==> config.mk <==
export PLATFORM = sky130hd
export DESIGN_NAME = cla_carry_pipe
export DESIGN_NICKNAME = d
export VERILOG_FILES = /design/src/rtl/cla_carry_pipe.sv
export SDC_FILE = /design/constraint.sdc
export NUM_CORES = 1
export LEC_CHECK = 0
export ABC_AREA = 1
export BUFFER_PORTS_ARGS = -buffer_cell sky130_fd_sc_hd__buf_2
export CAP_MARGIN = 15
export CORE_MARGIN = 2
export CORE_UTILIZATION = 54
export CTS_CLUSTER_DIAMETER = 100
export DETAILED_ROUTE_END_ITERATION = 6
export HOLD_SLACK_MARGIN = 0.02
export PLACE_DENSITY = 0.85
export REMOVE_ABC_BUFFERS = 1
export SYNTH_ARGS = -nofsm -noshare
export SYNTH_HDL_FRONTEND = slang
export SYNTH_SLANG_ARGS = --single-unit
export TNS_END_PERCENT = 30
==> constraint.sdc <==
create_clock -name clock -period 5.1 [get_ports clock]
set_clock_uncertainty 0.15 [all_clocks]
set_input_delay 0.255 -clock clock [delete_from_list [all_inputs] [get_ports clock]]
set_output_delay 0.255 -clock clock [all_outputs]
set_load 0.02 [all_outputs]
==> src/rtl/cla_carry_pipe.sv <==
// cla_carry_pipe: two-stage pipelined carry-lookahead resolver.
// Takes XOR-form propagate and generate vectors plus carry-in and produces
// sum and carry-out, with a valid/ready handshake on both sides.
// Stage 1 forms group carry-ins with a group-level lookahead chain.
// Stage 2 ripples inside each group from its registered carry-in.
// Optional feature: define CLA_OVERFLOW_EN to add the registered signed
// overflow output 'ovf'.
module cla_carry_pipe #(
  parameter int WIDTH = 32,
  parameter int BLOCK = 8
) (
  input  logic             clock,
  input  logic             reset,
  input  logic             in_valid,
  output logic             in_ready,
  input  logic [WIDTH-1:0] p_vec,
  input  logic [WIDTH-1:0] g_vec,
  input  logic             cin,
  output logic             out_valid,
  input  logic             out_ready,
  output logic [WIDTH-1:0] sum,
  output logic             cout
`ifdef CLA_OVERFLOW_EN
  ,
  output logic             ovf
`endif
);

  localparam int NGROUP = WIDTH / BLOCK;

  // Pipeline state
  logic              s1_valid_q, s1_valid_d;
  logic [WIDTH-1:0]  p_q, p_d;
  logic [WIDTH-1:0]  g_q, g_d;
  logic [NGROUP-1:0] gcin_q, gcin_d;
  logic              gg_last_q, gg_last_d;
  logic              gp_last_q, gp_last_d;
  logic              out_valid_q, out_valid_d;
  logic [WIDTH-1:0]  sum_q, sum_d;
  logic              cout_q, cout_d;
`ifdef CLA_OVERFLOW_EN
  logic              ovf_q, ovf_d;
`endif

  // Handshake and stage-1 / stage-2 combinational results
  logic              s2_ready;
  logic              accept;
  logic              s1_advance;
  logic [NGROUP-1:0] gcin_new;
  logic              gg_last_new;
  logic              gp_last_new;
  logic              grp_g, grp_p, grp_c;
  logic [WIDTH-1:0]  carry_vec;
  logic [WIDTH-1:0]  sum_new;
  logic              cout_new;
  logic              rc;

  // Stage 2 can take new data when empty or when its result leaves this cycle;
  // stage 1 can accept when empty or when it moves into stage 2.
  assign s2_ready   = !out_valid_q || out_ready;
  assign in_ready   = !s1_valid_q || s2_ready;
  assign accept     = in_valid && in_ready;
  assign s1_advance = s1_valid_q && s2_ready;

  // Group generate/propagate reduction and group carry-in chain. Earlier
  // groups' GG/GP are folded into the carry-ins, so only the last group's
  // terms are kept for the final carry-out.
  always_comb begin
    gcin_new    = '0;
    grp_c       = cin;
    grp_g       = 1'b0;
    grp_p       = 1'b0;
    for (int k = 0; k < NGROUP; k++) begin
      gcin_new[k] = grp_c;
      grp_g = 1'b0;
      grp_p = 1'b1;
      for (int b = 0; b < BLOCK; b++) begin
        grp_g = g_vec[k*BLOCK+b] | (p_vec[k*BLOCK+b] & grp_g);
        grp_p = grp_p & p_vec[k*BLOCK+b];
      end
      grp_c = grp_g | (grp_p & grp_c);
    end
    gg_last_new = grp_g;
    gp_last_new = grp_p;
  end

  // Stage 1 next state: load on accept, empty out when it drains unrefilled.
  always_comb begin
    s1_valid_d = s1_valid_q;
    p_d        = p_q;
    g_d        = g_q;
    gcin_d     = gcin_q;
    gg_last_d  = gg_last_q;
    gp_last_d  = gp_last_q;
    if (in_ready) begin
      s1_valid_d = in_valid;
    end
    if (accept) begin
      p_d       = p_vec;
      g_d       = g_vec;
      gcin_d    = gcin_new;
      gg_last_d = gg_last_new;
      gp_last_d = gp_last_new;
    end
  end

  // Intra-group ripple from each registered group carry-in.
  always_comb begin
    carry_vec = '0;
    rc        = 1'b0;
    for (int k = 0; k < NGROUP; k++) begin
      rc = gcin_q[k];
      for (int b = 0; b < BLOCK; b++) begin
        carry_vec[k*BLOCK+b] = rc;
        rc = g_q[k*BLOCK+b] | (p_q[k*BLOCK+b] & rc);
      end
    end
    sum_new  = p_q ^ carry_vec;
    cout_new = gg_last_q | (gp_last_q & gcin_q[NGROUP-1]);
  end

  // Stage 2 next state: results hold under backpressure.
  always_comb begin
    out_valid_d = out_valid_q;
    sum_d       = sum_q;
    cout_d      = cout_q;
`ifdef CLA_OVERFLOW_EN
    ovf_d       = ovf_q;
`endif
    if (s2_ready) begin
      out_valid_d = s1_valid_q;
    end
    if (s1_advance) begin
      sum_d  = sum_new;
      cout_d = cout_new;
`ifdef CLA_OVERFLOW_EN
      ovf_d  = carry_vec[WIDTH-1] ^ cout_new;
`endif
    end
  end

  // Pipeline registers; reset drops everything in flight immediately.
  always_ff @(posedge clock or posedge reset) begin
    if (reset) begin
      s1_valid_q  <= 1'b0;
      p_q         <= '0;
      g_q         <= '0;
      gcin_q      <= '0;
      gg_last_q   <= 1'b0;
      gp_last_q   <= 1'b0;
      out_valid_q <= 1'b0;
      sum_q       <= '0;
      cout_q      <= 1'b0;
`ifdef CLA_OVERFLOW_EN
      ovf_q       <= 1'b0;
`endif
    end else begin
      s1_valid_q  <= s1_valid_d;
      p_q         <= p_d;
      g_q         <= g_d;
      gcin_q      <= gcin_d;
      gg_last_q   <= gg_last_d;
      gp_last_q   <= gp_last_d;
      out_valid_q <= out_valid_d;
      sum_q       <= sum_d;
      cout_q      <= cout_d;
`ifdef CLA_OVERFLOW_EN
      ovf_q       <= ovf_d;
`endif
    end
  end

  assign out_valid = out_valid_q;
  assign sum       = sum_q;
  assign cout      = cout_q;
`ifdef CLA_OVERFLOW_EN
  assign ovf       = ovf_q;
`endif

endmodule

Word-level counts from Yosys, hierarchy flattened
Cells that the tools add are included.
{"block": "classes", "n_reduce_logical": 6, "n_bitwise": 149}
{"operator": "AND 1 bit", "count": 88}
{"operator": "bitwise OR 1 bit", "count": 60}
{"operator": "bitwise XOR 32 bit", "count": 1}
{"operator": "logical AND 1 bit", "count": 2}
{"operator": "zero test 1 bit", "count": 2}
{"operator": "logical OR 1 bit", "count": 2}
{"block": "totals", "elab_cells": 164, "output_inout_bits": 35, "reg_bits": 104, "in_bits": 69}

Longest topological paths before layout
Gate-level depths: netlist (run 1).
{"block": "logic_depth", "depth_word": 19, "depth_mapped": 16, "ltp_nobuf": 16}

Least setup slack after synthesis (run 1)
OpenSTA, ideal clock, no wires.
{"block": "synth_path", "path_type": "flip-flop to flip-flop", "from": "register p_q[0]", "to": "register sum_q[7] (netlist: sum[7])", "setup_time_ps": 123, "required_ps": 4827, "period_less_slack_ps": 3830, "t_arrival_ps": 3557, "path_slack_ps": 1270, "path_stages_with_launch": 17, "path_cell_list": "dfrtp_1 -> ha_1 -> or2_2 -> ha_1 -> or2_2 -> ha_1 -> or2_2 -> ha_1 -> or2_2 -> ha_1 -> or2_2 -> ha_1 -> or2_2 -> ha_1 -> nor2_1 -> xor2_1 -> o21ai_1"}
{"block": "synth_via", "elab_chain_len": 15}
{"element": "from (decl)", "line": "33", "text": "logic [WIDTH-1:0] p_q, p_d;"}
{"element": "from (signal assigned)", "line": "159", "text": "p_q <= p_d;"}
{"element": "AND 1 bit", "line": "115", "text": "rc = g_q[k*BLOCK+b] | (p_q[k*BLOCK+b] & rc);"}
{"element": "bitwise OR 1 bit", "line": "115"}
{"element": "AND 1 bit", "line": "115"}
{"element": "bitwise OR 1 bit", "line": "115"}
{"element": "AND 1 bit", "line": "115"}
{"element": "bitwise OR 1 bit", "line": "115"}
{"element": "AND 1 bit", "line": "115"}
{"element": "bitwise OR 1 bit", "line": "115"}
{"element": "AND 1 bit", "line": "115"}
{"element": "bitwise OR 1 bit", "line": "115"}
{"element": "AND 1 bit", "line": "115"}
{"element": "bitwise OR 1 bit", "line": "115"}
{"element": "AND 1 bit", "line": "115"}
{"element": "bitwise OR 1 bit", "line": "115"}
{"element": "bitwise XOR 32 bit", "line": "118", "text": "sum_new = p_q ^ carry_vec;"}
{"element": "to (signal assigned)", "line": "165", "text": "sum_q <= sum_d;"}
{"element": "to (decl)", "line": "39", "text": "logic [WIDTH-1:0] sum_q, sum_d;"}
Every way passes these cells.
A chain may end at the register's enable or synchronous reset.

Worst setup path after layout (run 1)
{"block": "layout_path", "from": "register gcin_q[3]", "to": "register sum_q[31] (netlist: sum[31])"}
{"block": "layout_via", "elab_chain_len": 15}
{"element": "from (decl)", "line": "35", "text": "logic [NGROUP-1:0] gcin_q, gcin_d;"}
{"element": "from (signal assigned)", "line": "161", "text": "gcin_q <= gcin_d;"}
{"element": "AND 1 bit", "line": "115"}
{"element": "bitwise OR 1 bit", "line": "115"}
{"element": "AND 1 bit", "line": "115"}
{"element": "bitwise OR 1 bit", "line": "115"}
{"element": "AND 1 bit", "line": "115"}
{"element": "bitwise OR 1 bit", "line": "115"}
{"element": "AND 1 bit", "line": "115"}
{"element": "bitwise OR 1 bit", "line": "115"}
{"element": "AND 1 bit", "line": "115"}
{"element": "bitwise OR 1 bit", "line": "115"}
{"element": "AND 1 bit", "line": "115"}
{"element": "bitwise OR 1 bit", "line": "115"}
{"element": "AND 1 bit", "line": "115"}
{"element": "bitwise OR 1 bit", "line": "115"}
{"element": "bitwise XOR 32 bit", "line": "118"}
Every way passes these cells.

==> reports/metrics.yaml, run 1 <==
worst_setup_path:
  critPathKind: "reg2reg"
  start_kind: "flop"
  worstPathArrival_ps: 4090
  end_kind: "flop"
  cp_common_cell: "ha_1"
  cp_slowest_cell: "dfrtp_1"
  critPathMaxFanout: 3
  crit_chain: "ha_1 -> or2_2 -> ha_1 -> or2_2 -> ha_1 -> or2_2 -> ha_1 -> or2_2 -> ha_1 -> or2_2 -> ha_1 -> or2_2 -> ha_1 -> nor2_1 -> xor2_1 -> o21ai_1"
  max_stage_delay_ps: 410
  crit_required_ps: 5180
sta:
  final_hold_viol_count: 0
  post-route-min-period_ps: 4010
  setup_viol: 0
  max_slew.worst_pin.slew_ps: 921
  slew_violations: 0
  fmax_ghz: 0.250
  relSlewSlack_pct: 38.5
  finalCritPeriodShare_pct: 78.6
  fin_setup_tns_ps: 0
  hold_ws_ps: 33.3
  rsz0062_at_grt: "false"
logic_synthesis:
  synth_ff_type: "dfrtp_1"
  synth_edf_count: 0
  yosys_warnings: 0
  yosys.area.top_type: "dfrtp_1"
  syn_area_mm2: 0.00464
  yosysSeqAreaShare_pct: 54.5
  synth-async-reset-ratio_pct: 100
  synth_area_leaders: "dfrtp_1, nand2_1, ha_1"
  synth_most_common_cell: "nand2_1"
  avgSynthCellArea_um2: 8.53
  synthCells: 544
  synth_commonest_cells: "nand2_1, dfrtp_1, ha_1, or2_2, o21ai_1"
  ys_ff_latch: 101
  ys_types: 27
  netlist.area_leader.share_pct: 54.5
power:
  p_per_area_mw_per_mm2: 380
  p_leak_nw: 3.33
  vdd_drop_max_uv: 205
  total_power_mw: 2.28
layout:
  area_delta_synth_final_pct: 29.3
  drive_gt1_share_pct: 22.1
  fin_nets: 800
  fin_util_pct: 72.7
  num_antenna_cells: 0
global_routing:
  antenna_found_initial: 0
  grt_pass1_wl_mm: 19.0
  track_usage_pct: 24.6
  grt_pass1_vias: 4272
  grt_max_degree: 81
  grt-ovfl-total: 0
clock_tree:
  htreeDepth: 3
  clockBufferDepth: 2
  cts.clk_slew.worst_paths_ps: 90
  clkLatencyLatePin_ps: 350
  cts_made_buffers: 9
  cts_tree: "done"
  cts_setup_buffers: 0
  root_buffer: "clkbuf_8"
  cts_sinks: 101
drt:
  drc: 0
  antenna_left: 0
  first_pass_iters: 7
  wl_per_cell_um: 13.6
  drt-initial-drc-count: 159
  avgViaCountPerCell: 5.07
  wl_mm: 11.0
  via_count: 4114
job:
  maxCapViolCount: 0
die:
  rows: 33
  ios: 104
  die_area_mm2: 0.00935
  initial_core_util_pct: 56.2
  die_x_um: 96.7
  fp.dieH_um: 96.7
  coreArea_mm2: 0.00826
run_status:
  status: "completed"
placement:
  place.gp.congestion: 0.837
  place_hpwl_mm: 6.86
  port_buffers: 103
worst_hold_path:
  hold_class: "in2reg"
layout by cell type (no fill, tap or decap), drive strengths merged, types with 2 or more instances in the layout:
| cell | Yosys | routed |
|---|---|---|
| ha | 28 | 28 |
| a21oi | 10 | 10 |
| nand4 | 3 | 3 |
| clkinvlp | 0 | 2 |
| dfrtp | 101 | 101 |
| or2 | 24 | 24 |
| dlygate4sd3 | 0 | 61 |
| clkbuf | 5 | 11 |
| xor2 | 4 | 4 |
| buf | 14 | 106 |
| a31oi | 2 | 2 |
| nand3 | 9 | 9 |
| nor2 | 11 | 11 |
| nand2 | 281 | 281 |
| o21ai | 23 | 23 |
| clkinv | 0 | 2 |
| inv | 24 | 24 |
logic make-up (layout without fill, tap and decap cells):
logic type	count (synthesis)	after routing	synth area share, %
AO/OA/AOI/OAI	37	37	4.31
multiplexers	1	1	0.216
adder cells (fa/ha/maj)	28	28	7.55
flip-flops	101	101	54.5
buffers and inverters	43	206	3.86
XOR/XNOR	4	4	0.755
AND/OR/NAND/NOR	330	330	28.8
timing repair:
item,4_1_cts,5_1_grt
hold buffers,60,1
endpoints found under the hold margin,100,1
gates resized for setup,0,0
critical path: cells and delay by family (launching register included):
| family | cells | cell delay, ps |
|---|---|---|
| flip-flops | 1 | 410 |
| adder cells (fa/ha/maj) | 7 | 1230 |
| XOR/XNOR | 1 | 180 |
| AO/OA/AOI/OAI | 1 | 80 |
| AND/OR/NAND/NOR | 7 | 1830 |
metal layers:
layer	global-route usage [%]	part of all wire (%)	vias up
met2	42.5	50	139
met4	9.43	1.5	0
met3	3.68	5.5	17
met5	0	0	-
met1	31.4	43	1951
li1	-	-	2007
state kept, by name, summed over array words and instances (netlist names):
register and flops:
cout 1, gp_last_q 1, g_q 28, gcin_q 4, p_q 32, gg_last_q 1
out_valid 1, sum 32, s1_valid_q 1
metrics by stage:
step,cells,setup slack (ps),instance area [um2]
finish,812,1090,6000
global placement,736,1170,5220
CTS,811,1080,5990
detailed placement,736,1110,5220
floorplan,525,1240,4550
global route,812,895,6000
worst paths after layout:
check / startpoint / endpoint / slack, ps / cells past startpoint
hold / removal: out_ready / out_valid / 30 / 4
max in group asynchronous: reset / gcin_q[1] / 3320 / 4
hold reg to reg: sum[20] / sum[20] / 330 / 2
setup reg to reg: gcin_q[3] / sum[31] / 1090 / 16
min in group asynchronous: reset / sum[21] / 350 / 3
setup / recovery: gcin_q[3] / sum[31] / 1090 / 16
power by group:
| part | internal, mW | switching, mW | leakage, nW |
|---|---|---|---|
| Sequential | 0.988 | 0.106 | 1.23 |
| Combinational | 0.285 | 0.455 | 2.02 |
| Clock | 0.187 | 0.259 | 0.0812 |
| Total | 1.46 | 0.821 | 3.33 |
area by class of cell:
class	count	area, um2
repair buffers	167	1150
flip-flops and latches	101	2530
clock inverters	4	25.0
well taps	105	131
multi-input cells	400	1930
inverters	24	92.6
fillers	632	2260
clock buffers	11	141
Note: power is estimated with default switching activity, not from simulation.
==> inputs of run 2 (changes only) <==
==> constraint.sdc (replaced) <==
create_clock -name clock -period 4.2 [get_ports clock]
set_clock_uncertainty 0.15 [all_clocks]
set_input_delay 0.21 -clock clock [delete_from_list [all_inputs] [get_ports clock]]
set_output_delay 0.21 -clock clock [all_outputs]
set_load 0.02 [all_outputs]
==> run 2 against run 1 <==
  * Sequential power up 22%
  * First-iteration DRC count down 15%
  * Flip-flop and latch count unchanged
  * Die area unchanged
  * Critical path type unchanged
  * Critical endpoint unchanged
==> reports/metrics.yaml, run 2 (synthesized netlist as in run 1, its figures left out) <==
run_status:
  status: "completed"
layout:
  fin_util_pct: 74.0  # +1.3 points
  num_antenna_cells: 0  # unchanged
  final_common_cell: "nand2_1"
  nFillCells: 604  # -4.4%
  fin_nets: 807  # +0.88%
  area_delta_synth_final_pct: 31.7
  fin_area_mm2: 0.00611  # +1.8%
  mostFrequentLayoutCells: "nand2_1, buf_2, dfrtp_1, dlygate4sd3_1, ha_1"
  drive_gt1_share_pct: 22.1  # +0.064 points
die:
  fp.dieH_um: 96.7  # unchanged
  die_area_mm2: 0.00935  # unchanged
  ios: 104  # unchanged
  rows: 33  # unchanged
  initial_core_util_pct: 56.2  # unchanged
  coreArea_mm2: 0.00826  # unchanged
  die_x_um: 96.7  # unchanged
drt:
  drt-initial-drc-count: 135  # -15%
  drc: 0  # unchanged
  wl_per_cell_um: 14.2  # +4.7%
  via_count: 4157  # +1.0%
  avgViaCountPerCell: 5.08  # +0.18%
  antenna_left: 0  # unchanged
  wl_mm: 11.6  # +5.6%
  first_pass_iters: 4  # -3
sta:
  slew_violations: 0  # unchanged
  relSlewSlack_pct: 39.8  # +1.2 points
  fin_setup_tns_ps: 0  # unchanged
  finalCritPeriodShare_pct: 96.9  # +18 points
  max_slew.worst_pin.slew_ps: 902  # -18.2 ps
  hold_ws_ps: 330  # +297 ps
  fmax_ghz: 0.246  # -1.5%
  post-route-min-period_ps: 4070  # +62.0 ps
  setup_viol: 0  # unchanged
  final_hold_viol_count: 0  # unchanged
clock_tree:
  htreeDepth: 3  # unchanged
  cts_made_buffers: 9  # unchanged
  root_buffer: "clkbuf_8"
  clkLatencyLatePin_ps: 350  # about the same
  cts_tree: "done"
  cts_setup_buffers: 0  # unchanged
  cts.clk_slew.worst_paths_ps: 100  # about the same
  cts_sinks: 101  # unchanged
  clockBufferDepth: 2  # unchanged
worst_hold_path:
  hold_class: "reg2reg"
power:
  total_power_mw: 2.88  # +26%
  p_leak_nw: 3.37  # +1.3%
  p_per_area_mw_per_mm2: 471  # +24%
  vdd_drop_max_uv: 256  # +25%
placement:
  place_hpwl_mm: 6.92  # +0.90%
  port_buffers: 103  # unchanged
  dpl_cell_area_mm2: 0.00522  # unchanged
  place.gp.congestion: 0.856  # +2.2%
worst_setup_path:
  start_kind: "flop"
  timing.critical_path.to: "sum[31]"
  worstSetupStartpoint: "p_q[24]"
  reg2reg_to: "sum[31]"
  crit_required_ps: 4270  # -910 ps
  r2r_start: "p_q[24]"
  critPathMaxFanout: 2  # -1
  worstPathArrival_ps: 4130  # +40 ps
  rrSetupSlack_ps: 130  # -960 ps
  end_kind: "flop"
  critPathKind: "reg2reg"
  r2r_cells: 16  # unchanged
global_routing:
  grt_pass1_vias: 4379  # +2.5%
  track_usage_pct: 25.8  # +1.2 points
  antenna_found_initial: 0  # unchanged
  grt-ovfl-total: 0  # unchanged
  grt_pass1_wl_mm: 19.8  # +4.3%
  grt_max_degree: 80  # -1.2%
job:
  maxCapViolCount: 0  # unchanged
## run 2: where the power goes
part	leakage, nW	internal, mW	switching, mW
registers	1.23	1.20	0.130
clock network	0.0947	0.306	0.328
logic	2.05	0.354	0.563
total	3.37	1.86	1.02
## run 2: how the worst min path moves through the flow
stage	end	start	cells past startpoint	slack (ps)
after floorplan	g_q[0]	g_vec[0]	2	170
after global placement	sum[23]	reset	2	250
after detailed placement	sum[23]	reset	2	260
after CTS	g_q[11]	g_q[11]	2	330
after global routing	sum[6]	sum[6]	2	350
final	g_q[11]	g_q[11]	2	330
## run 2: final cells by class
type / count / area [um2] / share of cell area, %
Inverter: 24 / 92.6 / 1.52
Sequential cell: 101 / 2530 / 41.4
Clock buffer: 12 / 155 / 2.54
Timing Repair Buffer: 174 / 1220 / 19.9
Clock inverter: 3 / 45.0 / 0.737
Tap cell: 105 / 131 / 2.15
Multi-Input combinational cell: 400 / 1940 / 31.7
## run 2: timing repair
item | 4_1_cts | 5_1_grt
endpoints found under the hold margin | 131 | 0
hold buffers | 68 | 0
setup endpoints to repair | 0 | 2
resized for setup | 0 | 2
## run 2: stage by stage
stage | setup slack (ps) | std cells
floorplan | 336 | 525
detailed placement | 182 | 736
global placement | 253 | 736
finish | 132 | 819
CTS | 140 | 819
global route | -9.43 | 819
## run 2: metal layers
metal | vias up | track usage, % | wire length [um]
met5 | - | 0 | 0
met4 | 0 | 9.86 | 219
met3 | 23 | 3.40 | 501
met2 | 139 | 43.9 | 5870
met1 | 1972 | 33.9 | 5050
li1 | 2023 | - | -
## run 2: worst max-delay path, cell delays in order, from the launching register on
cell,delay (ps)
dfrtp_1,400
ha_1,200
or2_2,270
ha_1,170
or2_2,270
ha_1,180
or2_2,300
ha_1,180
or2_2,280
ha_1,170
or2_2,310
ha_1,190
or2_2,290
ha_1,220
nor2_2,140
xor2_1,150
o21ai_1,70
